<file path="src/rtl/bp_be_regfile_ctrl.sv">
// bp_be_regfile_ctrl: issue scoreboard and single RF write-port arbiter (fast > skid buffer > slow)
module bp_be_regfile_ctrl #(
  parameter int rf_els_p = 32,
  parameter int reg_addr_width_p = 5,
  parameter int data_width_p = 64,
  parameter int instr_width_p = 32
) (
  input  logic                        clk_i,
  input  logic                        reset_n_i,
  input  logic                        instr_v_i,
  input  logic [instr_width_p-1:0]    instr_i,
  input  logic                        instr_uses_rs1_i,
  input  logic                        instr_uses_rs2_i,
  input  logic                        instr_long_i,
  output logic                        instr_ready_o,
  input  logic                        fast_v_i,
  input  logic [reg_addr_width_p-1:0] fast_addr_i,
  input  logic [data_width_p-1:0]     fast_data_i,
  input  logic                        slow_v_i,
  input  logic [reg_addr_width_p-1:0] slow_addr_i,
  input  logic [data_width_p-1:0]     slow_data_i,
  output logic                        slow_ready_o,
  input  logic                        flush_i,
  output logic                        rf_w_v_o,
  output logic [reg_addr_width_p-1:0] rf_w_addr_o,
  output logic [data_width_p-1:0]     rf_w_data_o,
  output logic [rf_els_p-1:0]         pending_o
);
  typedef enum logic {RUN, DRAIN} state_e;
  state_e state_r, state_n;
  logic [rf_els_p-1:0] pending_r, pending_n, set_mask, clr_mask, one;
  logic buf_v_r, buf_v_n;
  logic [reg_addr_width_p-1:0] buf_addr_r, rd, rs1, rs2, w_addr, clr_addr;
  logic [data_width_p-1:0] buf_data_r, w_data;
  logic rs1_haz, rs2_haz, waw, issue, slow_acc, w_v, clr_v;
  logic unused_instr;
  assign unused_instr = ^{instr_i[instr_width_p-1:25], instr_i[14:12], instr_i[6:0]};
  assign one = {{(rf_els_p-1){1'b0}}, 1'b1};
  assign rd  = instr_i[11:7];
  assign rs1 = instr_i[19:15];
  assign rs2 = instr_i[24:20];
  assign rs1_haz = instr_uses_rs1_i & |rs1 & pending_r[rs1];
  assign rs2_haz = instr_uses_rs2_i & |rs2 & pending_r[rs2];
  assign waw = instr_long_i & |rd & pending_r[rd];
  assign instr_ready_o = (state_r == RUN) & ~flush_i & ~rs1_haz & ~rs2_haz & ~waw;
  assign issue = instr_v_i & instr_ready_o;
  assign slow_ready_o = ~buf_v_r;
  assign slow_acc = slow_v_i & ~buf_v_r;
  assign pending_o = pending_r;
  // A slow result is only retired (pending cleared) when it actually reaches rf_w_*
  always_comb begin
    w_v = fast_v_i | buf_v_r | slow_acc;
    w_addr = fast_v_i ? fast_addr_i : buf_v_r ? buf_addr_r : slow_addr_i;
    w_data = fast_v_i ? fast_data_i : buf_v_r ? buf_data_r : slow_data_i;
    clr_v = ~fast_v_i & (buf_v_r | slow_acc);
    clr_addr = buf_v_r ? buf_addr_r : slow_addr_i;
    buf_v_n = fast_v_i & (buf_v_r | slow_acc);
    set_mask = (issue & instr_long_i & |rd) ? one << rd : '0;
    clr_mask = clr_v ? one << clr_addr : '0;
    pending_n = (pending_r & ~clr_mask) | set_mask;
    state_n = (state_r == RUN) ? (flush_i ? DRAIN : RUN)
            : (flush_i | |pending_r | buf_v_r) ? DRAIN : RUN;
  end
  always_ff @(posedge clk_i or negedge reset_n_i) begin
    if (!reset_n_i) begin
      state_r <= RUN;
      pending_r <= '0;
      buf_v_r <= 1'b0;
      buf_addr_r <= '0;
      buf_data_r <= '0;
      rf_w_v_o <= 1'b0;
      rf_w_addr_o <= '0;
      rf_w_data_o <= '0;
    end else begin
      state_r <= state_n;
      pending_r <= pending_n;
      buf_v_r <= buf_v_n;
      if (fast_v_i & slow_acc) begin
        buf_addr_r <= slow_addr_i;
        buf_data_r <= slow_data_i;
      end
      rf_w_v_o <= w_v & |w_addr;
      if (w_v) begin
        rf_w_addr_o <= w_addr;
        rf_w_data_o <= w_data;
      end
    end
  end
  a_slow_pending: assert property (@(posedge clk_i) disable iff (!reset_n_i)
    !(slow_acc && |slow_addr_i && !pending_r[slow_addr_i]));
  a_set_clr: assert property (@(posedge clk_i) disable iff (!reset_n_i)
    (set_mask & clr_mask) == '0);
  a_fast_pending: assert property (@(posedge clk_i) disable iff (!reset_n_i)
    !(fast_v_i && |fast_addr_i && pending_r[fast_addr_i]));
endmodule

</file>
<file path="config.mk">
export PLATFORM = sky130hd
export DESIGN_NAME = bp_be_regfile_ctrl
export DESIGN_NICKNAME = d
export VERILOG_FILES = /design/src/rtl/bp_be_regfile_ctrl.sv
export SDC_FILE = /design/constraint.sdc
export NUM_CORES = 1
export LEC_CHECK = 0
export CORE_MARGIN = 1.5
export CORE_UTILIZATION = 35
export DETAILED_ROUTE_END_ITERATION = 6
export MAX_ROUTING_LAYER = met4
export PLACE_DENSITY = 0.63
export SYNTH_ARGS = -nofsm -noshare
export SYNTH_HDL_FRONTEND = slang
export SYNTH_SLANG_ARGS = --single-unit
</file>
<file path="constraint.sdc">
create_clock -name clk_i -period 6.4 [get_ports clk_i]
set_input_delay 1.28 -clock clk_i [delete_from_list [all_inputs] [get_ports clk_i]]
set_output_delay 1.28 -clock clk_i [all_outputs]
set_load 0.05 [all_outputs]
</file>
==> flow_metrics.tcl, run 1 <==
set metrics [dict create \
    synth_top_area_cell "dfrtp_1" \
    ys_ff_latch 173 \
    synthArstFlopShare_pct 100 \
    p_per_area_mw_per_mm2 268 \
    synth_top_family_by_area "multiplexers" \
    drc_errors 0 \
    grt_use_total_pct 21.2 \
    seq_power_share_pct 40.6 \
    cts-root-buf "clkbuf_16" \
    grtUsageMet1_pct 26.3 \
    dieArea_mm2 0.0266 \
    whs_ns 0.479 \
    dp_hpwl_mm 18.6 \
    drtIter0Drc 502 \
    pin_count 283 \
    hold_class "reg -> reg" \
    clock_path_buffers 2 \
    crit_type "in -> out" \
    worst_slack_ns 0.876 \
    final_util_pct 49.5 \
    cp.required_ns 5.12 \
    drive_above_1_share_pct 13.9 \
    clock-sinks 173 \
    clkPwrFrac_pct 31.9 \
    ys_types 39 \
    arrival_ns 4.24 \
    status "completed" \
    htreeDepth 4 \
    cts_resized 0 \
    gp_congestion 0.908 \
    grtUsageMet3_pct 5.26 \
    synth-xor-area-share_pct 0 \
    ff_latch_area_mm2 0.00433 \
    hold_viol 0 \
    ys_seq_area_share_pct 48.2 \
    end_kind "primary output" \
    grt-ovfl-total 0 \
    synth_compound_area_share_pct 13.3 \
    synthCells 858 \
    irDropWorstVdd_mv 0.142 \
    ys_top_cells_by_area "dfrtp_1 (48%), mux2_2 (9.3%), mux2i_1 (9.0%)" \
    drv_slew 0 \
    synth.mux.area_fraction_pct 24.6 \
    synth_area_per_cell_um2 10.5 \
    internal-power_mw 2.25 \
    fin_crit_sh_pct 86.3 \
    cts_buffers 17 \
    crit_path_start_kind "primary input" \
    fin_cells 1428 \
    synth.top_cell.area_share_pct 48.2 \
    die_h_um 163 \
    initial_core_util_pct 35.6 \
    swShare_pct 32.7 \
    skew_ns 0.0122 \
    cts_tree "yes" \
    ys.flop_type "dfrtp_1" \
    hold_depth 2 \
    num_rows 58 \
    synthAdderAreaFrac_pct 0 \
    finalCriticalPeriod_ns 5.52 \
    reg2regPathDepth 6 \
    io_buffers 265 \
    cts_hold_buf 0 \
    grt_pass1_wl_mm 42.3 \
    dpl.cell_count 1393 \
    use_met2_pct 33.4 \
    drtPass1Iterations 5 \
    final_common_cell "clkdlybuf4s50_1" \
    crit_fanout 15 \
    multi_input_area_mm2 0.00437 \
    synth-edff-count 0 \
    viasPerCell 5.31 \
    timing.fmax_ghz 0.181 \
    maxSlewHeadroom_pct 29.8 \
    vias 7582 \
    areaGrowthSynthToFinish_pct 39.0 \
    worstMarginPinSlew_ns 1.05 \
    setup_violations 0 \
    cts_setup_buffers 0 \
    combinationalPowerShare_pct 27.5 \
    syn_area_mm2 0.00897 \
    synthSimpleGateAreaFrac_pct 10.5 \
    grt_pass1_vias 7525 \
    hp-start "rf_w_data_o[8]" \
    place_ws_ns 0.863 \
    fp.dieW_um 163 \
    rsz0062_at_grt "false" \
    power.leakage_nw 4.95 \
    crit_start "instr_i[7]" \
    reg2reg_from "pending_o[31]" \
    yosysWarnings 0 \
    ant_nets 0 \
    p_sw_mw 1.09 \
    nNetsFinal 1261 \
    grt_busiest_layer "met2" \
    syn_nets 1037 \
    wl_mm 26.7 \
    layout_common_cells "clkdlybuf4s50_1 (262), dfrtp_1 (172), o21ai_0 (100), nand2_1 (87)" \
    wl_per_cell_um 18.7 \
    grt_max_degree 128 \
    clk_latency_ns 0.42 \
    core-area_mm2 0.0252 \
    antenna_found_initial 3 \
    finalSetupTns_ns 0 \
    cts.clk_slew.worst_paths_ns 0.07 \
    drv_cap 0 \
    final.fill_count 2341 \
    r2r_setup_slack_ns 3.83 \
]
==> synth_stat cells (2+ instances only) <==
master / count
nor4_1: 13
or2_2: 2
mux2i_1: 81
nand3_1: 23
mux4_2: 25
a21oi_1: 68
inv_1: 2
buf_2: 4
nand2b_1: 2
buf_1: 21
o41ai_1: 12
nor3_1: 2
buf_6: 3
o21a_1: 2
nor2b_1: 4
clkbuf_1: 41
o31ai_1: 19
o21ai_0: 100
nor2_1: 81
dfrtp_1: 173
and3_1: 2
mux2_2: 74
nand2_1: 88
==> through the flow <==
| step | power [mW] | instance area, um^2 |
|---|---|---|
| 2_1_floorplan | 1.92 | 8970 |
| 3_3_place_gp | 2.29 | 11900 |
| 3_5_place_dp | 2.30 | 11900 |
| 4_1_cts | 3.38 | 12500 |
| 5_1_grt | 3.51 | 12500 |
| 6_report | 3.34 | 12500 |
==> per-layer routing <==
| layer | wire length [um] | vias to the layer above |
|---|---|---|
| li1 | - | 3566 |
| met1 | 11500 | 3713 |
| met2 | 12700 | 262 |
| met3 | 1750 | 41 |
| met4 | 781 | 0 |
| met5 | 0 | - |
==> final timing paths <==
| path | endpoint |
|---|---|
| worst max-delay path | instr_ready_o |
| worst min-delay path | rf_w_data_o[8] |
| worst max register to register | pending_o[8] |
| worst min register to register | rf_w_data_o[8] |
| max in group asynchronous | buf_v_r |
| min in group asynchronous | buf_data_r[8] |
==> sequential cells by signal, indices dropped and copies added (netlist names) <==
signal       count
buf_v_r          1
rf_w_addr_o      5
rf_w_data_o     64
pending_o       32
state_r          1
rf_w_v_o         1
buf_data_r      64
buf_addr_r       5
==> critical path: stages <==
cell and delay, ns:
clkdlybuf4s50_1 0.95, mux4_2 0.59, mux4_2 0.47, nor2b_1 0.15, o22ai_2 0.11, nor4_1 0.49, buf_12 0.21
==> layout make-up <==
class	instances	area share, %
Antenna cell	3	0.0602
Clock inverter	13	1.22
Sequential cell	173	34.7
Timing Repair Buffer	274	22.0
Inverter	2	0.0602
Tap cell	330	3.31
Multi-Input combinational cell	614	35.0
Clock buffer	19	3.63
==> kinds of logic after synthesis <==
| kind of cell | count (synthesis) |
|---|---|
| buffers and inverters | 71 |
| DFF | 173 |
| muxes | 180 |
| AOI/OAI and AO/OA | 211 |
| and+or+nand+nor | 223 |
==> power groups by stage <==
stage	clock network [mW]	registers [mW]	logic (mW)
2_1_floorplan	0	1.59	0.334
3_3_place_gp	0	1.37	0.917
3_5_place_dp	0	1.38	0.927
4_1_cts	1.10	1.36	0.930
5_1_grt	1.14	1.38	0.987
6_report	1.06	1.36	0.920
(Power assumes the default switching activity.)
==> run 2, diff against run 1 <==
--- a/config.mk
+++ b/config.mk
@@ -6,10 +6,10 @@
 export NUM_CORES = 1
 export LEC_CHECK = 0
 export CORE_MARGIN = 1.5
-export CORE_UTILIZATION = 35
+export CORE_UTILIZATION = 47
 export DETAILED_ROUTE_END_ITERATION = 6
 export MAX_ROUTING_LAYER = met4
-export PLACE_DENSITY = 0.63
+export PLACE_DENSITY = 0.81
 export SYNTH_ARGS = -nofsm -noshare
 export SYNTH_HDL_FRONTEND = slang
 export SYNTH_SLANG_ARGS = --single-unit
==> constraint.sdc (replaced) <==
create_clock -name clk_i -period 5.9 [get_ports clk_i]
set_input_delay 1.18 -clock clk_i [delete_from_list [all_inputs] [get_ports clk_i]]
set_output_delay 1.18 -clock clk_i [all_outputs]
set_load 0.05 [all_outputs]
==> run 2 against run 1 <==
Effect of this change: clock power up 8%; clock skew down 0.0017 ns; count of clock-buffer cells in the layout down 1; via count up 1.4%.
==> flow_metrics.tcl, run 2 (synthesis gave the netlist of run 1 again) <==
set metrics [dict create \
    status "completed" \
    areaGrowthSynthToFinish_pct 37.5 \
    fin_crit_sh_pct 87.8 \
    worstMarginPinSlew_ns 1.01 \
    cts-root-buf "clkbuf_16" \
    clock-sinks 173 \
    wl_per_cell_um 19.1 \
    cts_resized 0 \
    wl_mm 25.5 \
    grt-ovfl-total 0 \
    power.leakage_nw 4.95 \
    r2r_setup_slack_ns 3.35 \
    antenna_found_initial 1 \
    grt_pass1_vias 7505 \
    htreeDepth 4 \
    cts_buffers 17 \
    gp_congestion 0.917 \
    hold_class "reg -> reg" \
    io_buffers 265 \
    vias 7688 \
    cts_setup_buffers 0 \
    crit_type "in -> out" \
    finalCriticalPeriod_ns 5.18 \
    crit_path_start_kind "primary input" \
    end_kind "primary output" \
    irDropWorstVdd_mv 0.201 \
    arrival_ns 4.00 \
    finalPower_mw 3.61 \
    clk_latency_ns 0.42 \
    initial_core_util_pct 48.0 \
    drv_cap 0 \
    path_common_cell "mux4_2" \
    nNetsFinal 1263 \
    fp.dieW_um 141 \
    setup_violations 0 \
    skew_ns 0.0105 \
    timing.fmax_ghz 0.193 \
    dieArea_mm2 0.0199 \
    critPathMaxStageDelay_ns 0.80 \
    final_common_cell "clkdlybuf4s50_1" \
    ff_latch_area_mm2 0.00433 \
    p_per_area_mw_per_mm2 292 \
    drtPass1Iterations 5 \
    pin_count 283 \
    viasPerCell 5.77 \
    final_util_pct 66.0 \
    hold_viol 0 \
    drtIter0Drc 559 \
    whs_ns 0.477 \
    layout_common_cells "clkdlybuf4s50_1 (262), dfrtp_1 (172), o21ai_0 (100), nand2_1 (87)" \
    dp_hpwl_mm 17.5 \
    drc_errors 0 \
    grt_use_total_pct 26.5 \
    cts_hold_buf 0 \
    cts.clk_slew.worst_paths_ns 0.06 \
    clock_path_buffers 2 \
    cp_cell_sequence "clkdlybuf4s50_1, mux4_2, mux4_2, nor2b_1, o22ai_2, nor4_1, buf_12" \
    die_h_um 141 \
    maxSlewHeadroom_pct 32.5 \
    cp_slowest_cell "clkdlybuf4s50_1" \
    multi_input_area_mm2 0.00437 \
    cp.required_ns 4.72 \
    grt_max_degree 108 \
    ant_nets 0 \
    cts_tree "yes" \
    rsz0062_at_grt "false" \
    drv_slew 0 \
    grt_pass1_wl_mm 40.1 \
    drive_above_1_share_pct 14.0 \
    crit_fanout 10 \
    core-area_mm2 0.0187 \
    final.fill_count 1519 \
    finalSetupTns_ns 0 \
    num_rows 50 \
]
==> run 2: cell count changes in the layout (fill, tap and decap cells not counted), sizes merged <==
| cell | delta |
|---|---|
| buf | +2 |
| diode | -2 |
| clkbuf | -1 |
| clkinv | +1 |
==> run 2: report_power, final <==
part	internal, mW	leakage [nW]	switching (mW)
sequential	1.35	2.13	0.123
clock	0.644	0.288	0.494
combinational	0.428	2.54	0.565
==> run 2: per-layer routing <==
layer / vias up / track usage (%) / share of wire [%]
li1: 3562 / - / -
met1: 3738 / 33.0 / 41
met2: 329 / 42.3 / 49
met3: 59 / 5.23 / 6.7
met4: 0 / 11.3 / 3.3
met5: - / - / 0
==> run 2: final timing paths <==
check	startpoint	end	depth (start not counted)
setup / recovery	instr_i[7]	instr_ready_o	7
hold / removal	rf_w_data_o[55]	rf_w_data_o[55]	2
setup reg to reg	pending_o[27]	pending_o[11]	6
hold reg to reg	rf_w_data_o[55]	rf_w_data_o[55]	2
max in group asynchronous	reset_n_i	state_r	2
min in group asynchronous	reset_n_i	buf_data_r[12]	1
==> run 2: final cells by class <==
| cell class | count | area share [%] |
|---|---|---|
| clock inverters | 14 | 1.26 |
| diodes | 1 | 0.0203 |
| flip-flops and latches | 173 | 35.1 |
| repair buffers | 276 | 22.2 |
| multi-input cells | 614 | 35.4 |
| well taps | 234 | 2.37 |
| inverters | 2 | 0.0608 |
| clock buffers | 18 | 3.56 |
==> run 2: worst max-delay path: cells and delay by family <==
kind            cells  cell delay, ns
mux                 2            1.03
buf+inv             2            1.02
simple gates        2            0.67
compound gates      1            0.10
==> run 2: through the flow <==
stage	setup WS [ns]	instance area (um^2)	cells
after floorplan	0.420	8970	858
after global placement	0.688	11700	1299
after detailed placement	0.741	11700	1299
after CTS	0.712	12300	1331
after global routing	0.587	12300	1332
final	0.721	12300	1332
